### src/rtl/psa_sub_serial.sv
// Serial sub-word saturating subtractor: four signed nibble lanes, one lane per
// clock through a shared carry-lookahead datapath, with a start/done handshake.
module psa_sub_serial #(
   parameter int NIB_W   = 4,
   parameter int NUM_NIB = 4
) (
   input  logic                     clk,
   input  logic                     rst,
   input  logic                     start,
   input  logic [NIB_W*NUM_NIB-1:0] A,
   input  logic [NIB_W*NUM_NIB-1:0] B,
   output logic                     busy,
   output logic                     done,
   output logic [NIB_W*NUM_NIB-1:0] Diff,
   output logic [NUM_NIB-1:0]       SatMask,
   output logic                     Error
);

   localparam int DW    = NIB_W * NUM_NIB;
   localparam int CNT_W = (NUM_NIB > 1) ? $clog2(NUM_NIB) : 1;

   typedef enum logic [1:0] {
      IDLE,
      RUN,
      DONE
   } state_t;

   state_t             state_q, state_d;
   logic [CNT_W-1:0]   cnt_q, cnt_d;
   logic [DW-1:0]      a_q, a_d;
   logic [DW-1:0]      b_q, b_d;
   logic [DW-1:0]      acc_q, acc_d;
   logic [NUM_NIB-1:0] acc_sat_q, acc_sat_d;
   logic [DW-1:0]      diff_q, diff_d;
   logic [NUM_NIB-1:0] sat_q, sat_d;
   logic               err_q, err_d;
   logic               done_q, done_d;
   logic               busy_q, busy_d;

   logic [NIB_W-1:0]   lane_a, lane_b, lane_raw, lane_res;
   logic               lane_ovf;

   // Each carry is a flat sum of generate terms gated by the propagates above it.
   function automatic logic [NIB_W-1:0] cla_add(input logic [NIB_W-1:0] x,
                                                input logic [NIB_W-1:0] y,
                                                input logic             cin);
      logic [NIB_W-1:0] g, p, c;
      logic             term;
      g    = x & y;
      p    = x ^ y;
      c    = '0;
      c[0] = cin;
      for (int i = 0; i < NIB_W - 1; i++) begin
         term = cin;
         for (int k = 0; k <= i; k++) term = term & p[k];
         c[i+1] = term;
         for (int j = 0; j <= i; j++) begin
            term = g[j];
            for (int k = j + 1; k <= i; k++) term = term & p[k];
            c[i+1] = c[i+1] | term;
         end
      end
      return p ^ c;
   endfunction

   always_comb begin
      lane_a = '0;
      lane_b = '0;
      for (int i = 0; i < NUM_NIB; i++) begin
         if (cnt_q == CNT_W'(i)) begin
            lane_a = a_q[i*NIB_W +: NIB_W];
            lane_b = b_q[i*NIB_W +: NIB_W];
         end
      end
      lane_raw = cla_add(lane_a, ~lane_b, 1'b1);
      lane_ovf = (lane_a[NIB_W-1] != lane_b[NIB_W-1]) && (lane_raw[NIB_W-1] != lane_a[NIB_W-1]);
      if (!lane_ovf) begin
         lane_res = lane_raw;
      end else if (lane_a[NIB_W-1]) begin
         lane_res = {1'b1, {(NIB_W-1){1'b0}}};
      end else begin
         lane_res = {1'b0, {(NIB_W-1){1'b1}}};
      end
   end

   always_comb begin
      state_d   = state_q;
      cnt_d     = cnt_q;
      a_d       = a_q;
      b_d       = b_q;
      acc_d     = acc_q;
      acc_sat_d = acc_sat_q;
      diff_d    = diff_q;
      sat_d     = sat_q;
      err_d     = err_q;
      done_d    = 1'b0;
      unique case (state_q)
         IDLE: begin
            if (start) begin
               a_d       = A;
               b_d       = B;
               acc_d     = '0;
               acc_sat_d = '0;
               cnt_d     = '0;
               state_d   = RUN;
            end
         end
         RUN: begin
            for (int i = 0; i < NUM_NIB; i++) begin
               if (cnt_q == CNT_W'(i)) begin
                  acc_d[i*NIB_W +: NIB_W] = lane_res;
                  acc_sat_d[i]            = lane_ovf;
               end
            end
            cnt_d = cnt_q + CNT_W'(1);
            if (cnt_q == CNT_W'(NUM_NIB - 1)) state_d = DONE;
         end
         DONE: begin
            diff_d  = acc_q;
            sat_d   = acc_sat_q;
            err_d   = |acc_sat_q;
            done_d  = 1'b1;
            state_d = IDLE;
         end
         default: state_d = IDLE;
      endcase
      busy_d = (state_d == RUN);
   end

   always_ff @(posedge clk) begin
      if (rst) begin
         state_q   <= IDLE;
         cnt_q     <= '0;
         a_q       <= '0;
         b_q       <= '0;
         acc_q     <= '0;
         acc_sat_q <= '0;
         diff_q    <= '0;
         sat_q     <= '0;
         err_q     <= 1'b0;
         done_q    <= 1'b0;
         busy_q    <= 1'b0;
      end else begin
         state_q   <= state_d;
         cnt_q     <= cnt_d;
         a_q       <= a_d;
         b_q       <= b_d;
         acc_q     <= acc_d;
         acc_sat_q <= acc_sat_d;
         diff_q    <= diff_d;
         sat_q     <= sat_d;
         err_q     <= err_d;
         done_q    <= done_d;
         busy_q    <= busy_d;
      end
   end

   assign busy    = busy_q;
   assign done    = done_q;
   assign Diff    = diff_q;
   assign SatMask = sat_q;
   assign Error   = err_q;

endmodule

### config.mk
export PLATFORM = sky130hd
export DESIGN_NAME = psa_sub_serial
export DESIGN_NICKNAME = d
export VERILOG_FILES = /design/src/rtl/psa_sub_serial.sv
export SDC_FILE = /design/constraint.sdc
export NUM_CORES = 1
export LEC_CHECK = 0
export CORE_MARGIN = 2
export CORE_UTILIZATION = 40
export CTS_CLUSTER_SIZE = 14
export DETAILED_ROUTE_END_ITERATION = 8
export SLEW_MARGIN = 20
export SYNTH_ARGS = -nofsm -noshare
export SYNTH_HDL_FRONTEND = slang
export SYNTH_SLANG_ARGS = --single-unit
### constraint.sdc
create_clock -name clk -period 4.4 [get_ports clk]
set_input_delay 0.88 -clock clk [delete_from_list [all_inputs] [get_ports clk]]
set_output_delay 0.88 -clock clk [all_outputs]
set_load 0.01 [all_outputs]
Yosys cells after proc, flatten, opt, wreduce, memory -nomap -nowiden
Index checks and enable logic that the tools add are counted.

word-level totals
  register bits after elaboration = 79
  output and inout port bits = 23

operators by class
  add/sub/neg operators = 1
  equal/unequal tests = 13
  muxes and demuxes = 28
  bitwise gates (word level) = 15
  reductions and logical operators = 11

operator list
  cell                   number
  $mux W4                15
  $pmux W16 S2           1
  $mux W16               1
  $reduce_and A3 Y1      4
  $ne A2 B2 Y1 const B   5
  $pmux W2 S2            2
  $pmux W4 S2            1
  $xor A4 B4 Y4          2
  $eq A2 B1 Y1 const B   3
  $eq A2 B2 Y1 const B   3
  $mux W2                3
  $or A1 B1 Y1           6
  $and A1 B1 Y1          5
  $mux W1                5
  $logic_not A2 Y1       2
  $not A4 Y4             1
  $reduce_and A2 Y1      2
  $reduce_or A4 Y1       1
  $and A3 B3 Y3          1
  $add A2 B1 Y2 const B  1
  $ne A1 B1 Y1           2
  $reduce_bool A2 Y1     1
  $logic_and A1 B1 Y1    1

Depth between registers and ports, before layout
  depth in word-level cells = 18
  gate-level depth with buffers = 16

Worst setup path after synthesis
OpenSTA, ideal clock, no wires.

  kind = register -> register
  start point = register cnt_q[0]
  end point = register acc_sat_q[1]
  setup time = 0.116 ns
  data arrival time = 3.053 ns
  path slack = 1.231 ns
  cell stages (with the launch flop) = 16
  clock period less this slack = 3.169 ns
  cells stage by stage = dfxtp_1 inv_1 ha_1 clkbuf_1 nand3b_1 a21oi_1 a21oi_1 nor2_1 a21oi_1 ha_1 nor3_1 o21bai_1 fa_1 nor3b_1 o21bai_1 a31o_2

on the way
  cells in the longest elaborated chain, start to end = 17
  elaborated cells on any way between the ends = 31
  those cells by class = eq/ne (6); mux (10); bitwise (12); reduce/logical (3)

RTL lines
  item                                                   RTL line  source
  start, declared                                        29        logic [CNT_W-1:0] cnt_q, cnt_d;
  start signal, assigned                                 145       cnt_q <= cnt_d;
  $logic_not A2 Y1                                       70        if (cnt_q == CNT_W'(i)) begin
  $mux W4 (4 in series)                                  70
  $not A4 Y4                                             75        lane_raw = cla_add(lane_a, ~lane_b, 1'b1);
  $xor A4 B4 Y4 / $and A3 B3 Y3 (equally long branches)  50, 49
  $and A1 B1 Y1, on equally long branches (2 in series)  55, 59
  $or A1 B1 Y1 (3 in series)                             60        c[i+1] = c[i+1] | term;
  $xor A4 B4 Y4                                          63        return p ^ c;
  $ne A1 B1 Y1                                           76        lane_ovf = (lane_a[NIB_W-1] != lane_b[NIB_W-1]) && (lane_raw[NIB_W-1] != lane_a[NIB_W-1]);
  $logic_and A1 B1 Y1                                    76
  $mux W1                                                110       if (cnt_q == CNT_W'(i)) begin
  $pmux W4 S2                                            97        unique case (state_q)
  end signal, assigned                                   149       acc_sat_q <= acc_sat_d;
  end, declared                                          33        logic [NUM_NIB-1:0] acc_sat_q, acc_sat_d;

Several ways; a longest one is shown, not always the timed one. The select of a mux whose other input is x is not followed.
A chain may end at the register's enable or synchronous reset.

Final worst setup path
  start point = register cnt_q[1]
  end point = register acc_sat_q[1]

Same word-level chain as after synthesis.

==> flow_summary.ini <==
[cts]
htreeDepth = 3
cts_setup_buffers = 0
cts.path.max_buffers = 2
cts_buffers = 9
cts_root_buf = clkbuf_8
clkLatencyLatePin_ns = 0.35
path_clk_slew_ns = 0.09
cts_hold_buf = 0
cts_sinks = 79
cts.repair.resized = 0
cts_tree = built

[layout]
layout.nets = 505
final_common_cell = nand2_1
diodes = 0
fillers = 790
final_cell_mix = nand2_1 (121), dfxtp_1 (79), a21oi_1 (70)
drive_above_1_share_pct = 6.01
post-route-util_pct = 50.8
syn_to_final_growth_pct = 24.4

[power]
powerDensity_mw_per_mm2 = 366
max-vdd-ir-drop_mv = 0.161
leakage_nw = 1.50

[global_route]
grt.met1_usage_pct = 23.3
first_global_vias = 2742
grt_pass1_wl_um = 12400
grt_usage_pct = 17.6
grt_overflow_total = 0
grt_busiest_layer = met2
grt_max_degree = 59
use_met3_pct = 3.64
antenna_found_initial = 0
use_met2_pct = 27.7

[floorplan]
fp.dieH_um = 95.1
rows = 33
dieArea_mm2 = 0.00905
fp.dieW_um = 95.1
start_util_pct = 40.8
coreArea_mm2 = 0.00813
io_pins = 58

[worst_setup_path]
critPathLaunch = cnt_q[1]
reg2reg_to = acc_sat_q[1]
crit_path_start_kind = flip-flop
critical_path_class = flip-flop to flip-flop
cp.required_ns = 4.65
crit_path_end_kind = flip-flop
cp_max_fo = 18
reg2reg_depth = 14
r2r_start = cnt_q[1]
reg2reg_slack_ns = 0.77
cp.arrival_ns = 3.88

[min_path]
holdPathEnd = Diff[11]
min_path_cells = 2
hp-class = flip-flop to flip-flop
holdCritStartpoint = acc_q[11]

[timing]
holdWs_ns = 0.454
fin_worst_skew_ns = 0.0116
slew_headroom_pct = 47.4
grt_setup_unrepaired = no
finalSetupTns_ns = 0
timing.fmax_ghz = 0.275
tightest_slew_ns = 0.790
setup_ws_ns = 0.770
setup_violations = 0
min_period_over_period_pct = 82.5
hold_viol = 0
final.min_clock_period_ns = 3.63
slew_violations = 0

[routing]
drcViolationCount = 0
routed_wl_um = 7290
ant_nets = 0
via_count = 2879
wl_per_cell_um = 12.8
viasPerCell = 5.04
first_pass_iters = 4
drt_iter0_drc = 78

[run]
drv_cap = 0

[place]
dp_hpwl_um = 5240
preCtsSetupSlack_ns = 0.778
io_buffer_count = 57
gp_congestion = 0.847

[logic_synthesis]
synth_area_mm2 = 0.00332
yosysWarnings = 0
synthCells = 417
synth_seq_cells = 79
ys_types = 36
avgSynthCellArea_um2 = 7.97
yosysSeqAreaShare_pct = 47.6
syn_nets = 461

[status]
run_status = finished, final reports clean
-- worst max-delay path by stage --
stage / end / cells after the start
5_1_grt: acc_sat_q[1] / 14
4_1_cts: acc_q[0] / 13
3_5_place_dp: acc_sat_q[0] / 14
6_report: acc_sat_q[1] / 14
2_1_floorplan: acc_sat_q[1] / 15
3_3_place_gp: acc_sat_q[1] / 14
-- sequential cells by signal (all words and copies together), names as in the netlist --
register,flops
cnt_q,2
state_q,2
SatMask,4
done,1
acc_sat_q,4
busy,1
acc_q,16
b_q,16
Diff,16
a_q,16
Error,1
-- worst max-delay path, cell delays in order (launching register included) --
cell	delay, ns
dfxtp_1	0.35
inv_1	0.08
ha_1	0.51
nand3b_1	0.18
a21oi_1	0.07
a21oi_1	0.15
nor2_1	0.07
a21o_1	0.19
ha_1	0.34
nor3_1	0.28
o21bai_1	0.14
fa_1	0.53
nor3b_1	0.17
o21bai_1	0.22
a31o_2	0.27
-- area by class of cell --
type                       count  area [um^2]  share of cell area, %
clock buffer                   9          124                   3.00
clock inverter                 7         62.6                   1.51
inverter                       6         22.5                  0.545
multi-input combinational    304         1600                   38.8
sequential                    79         1580                   38.3
tap                          105          131                   3.18
timing repair buffer          61          608                   14.7
-- cells in the mapped netlist, drive strengths merged --
| master | number | area [um^2] |
|---|---|---|
| nand2 | 121 | 454 |
| dfxtp | 79 | 1580 |
| a21oi | 70 | 350 |
| nor2 | 34 | 128 |
| clkbuf | 23 | 86.3 |
| a211oi | 15 | 118 |
| ha | 8 | 100 |
| nand3b | 8 | 60.1 |
| nor3b | 7 | 52.6 |
| o21ai | 7 | 35.0 |
| inv | 6 | 22.5 |
| buf | 5 | 31.3 |
| mux2i | 5 | 50.1 |
| a21o | 3 | 22.5 |
| a31o | 3 | 26.3 |
| o21bai | 3 | 22.5 |
| a22oi | 2 | 15.0 |
| a32oi | 2 | 17.5 |
| and2 | 2 | 12.5 |
| nand2b | 2 | 12.5 |
| nor2b | 2 | 12.5 |
| a221o | 1 | 10.0 |
| a221oi | 1 | 26.3 |
| a31oi | 1 | 6.26 |
| fa | 1 | 20.0 |
| mux2 | 1 | 11.3 |
| nand4 | 1 | 6.26 |
| nor3 | 1 | 5.00 |
| o2bb2ai | 1 | 8.76 |
| o41ai | 1 | 8.76 |
| xor2 | 1 | 8.76 |
-- routing by layer --
metal  up-vias  wire (um)
li1       1492          -
met1      1309       3540
met2        64       3300
met3        14        285
met4         0        157
met5         -          0
-- power breakdown --
part	total, W	internal, W	switching [W]
clock network	0.000505	0.000217	0.000289
logic	0.000236	0.000102	0.000134
registers	0.000771	0.000750	0.0000215
total	0.00151	0.00107	0.000444
-- cells by family after synthesis --
group	share of synthesized area (%)
simple gates	22.4
buf+inv	4.22
mux	1.85
flops	47.6
xor+xnor	0.264
compound gates	20.1
fa+ha+maj	3.62
-- metrics by stage --
step                      total power, W  std cells  instance area, um^2
after CTS                        0.00153        570                 4110
after global routing             0.00159        571                 4130
final                            0.00151        571                 4130
after floorplan                 0.000945        417                 3320
after detailed placement         0.00102        554                 3920
after global placement           0.00102        554                 3920
No activity file was read; power rests on OpenSTA's default activity.
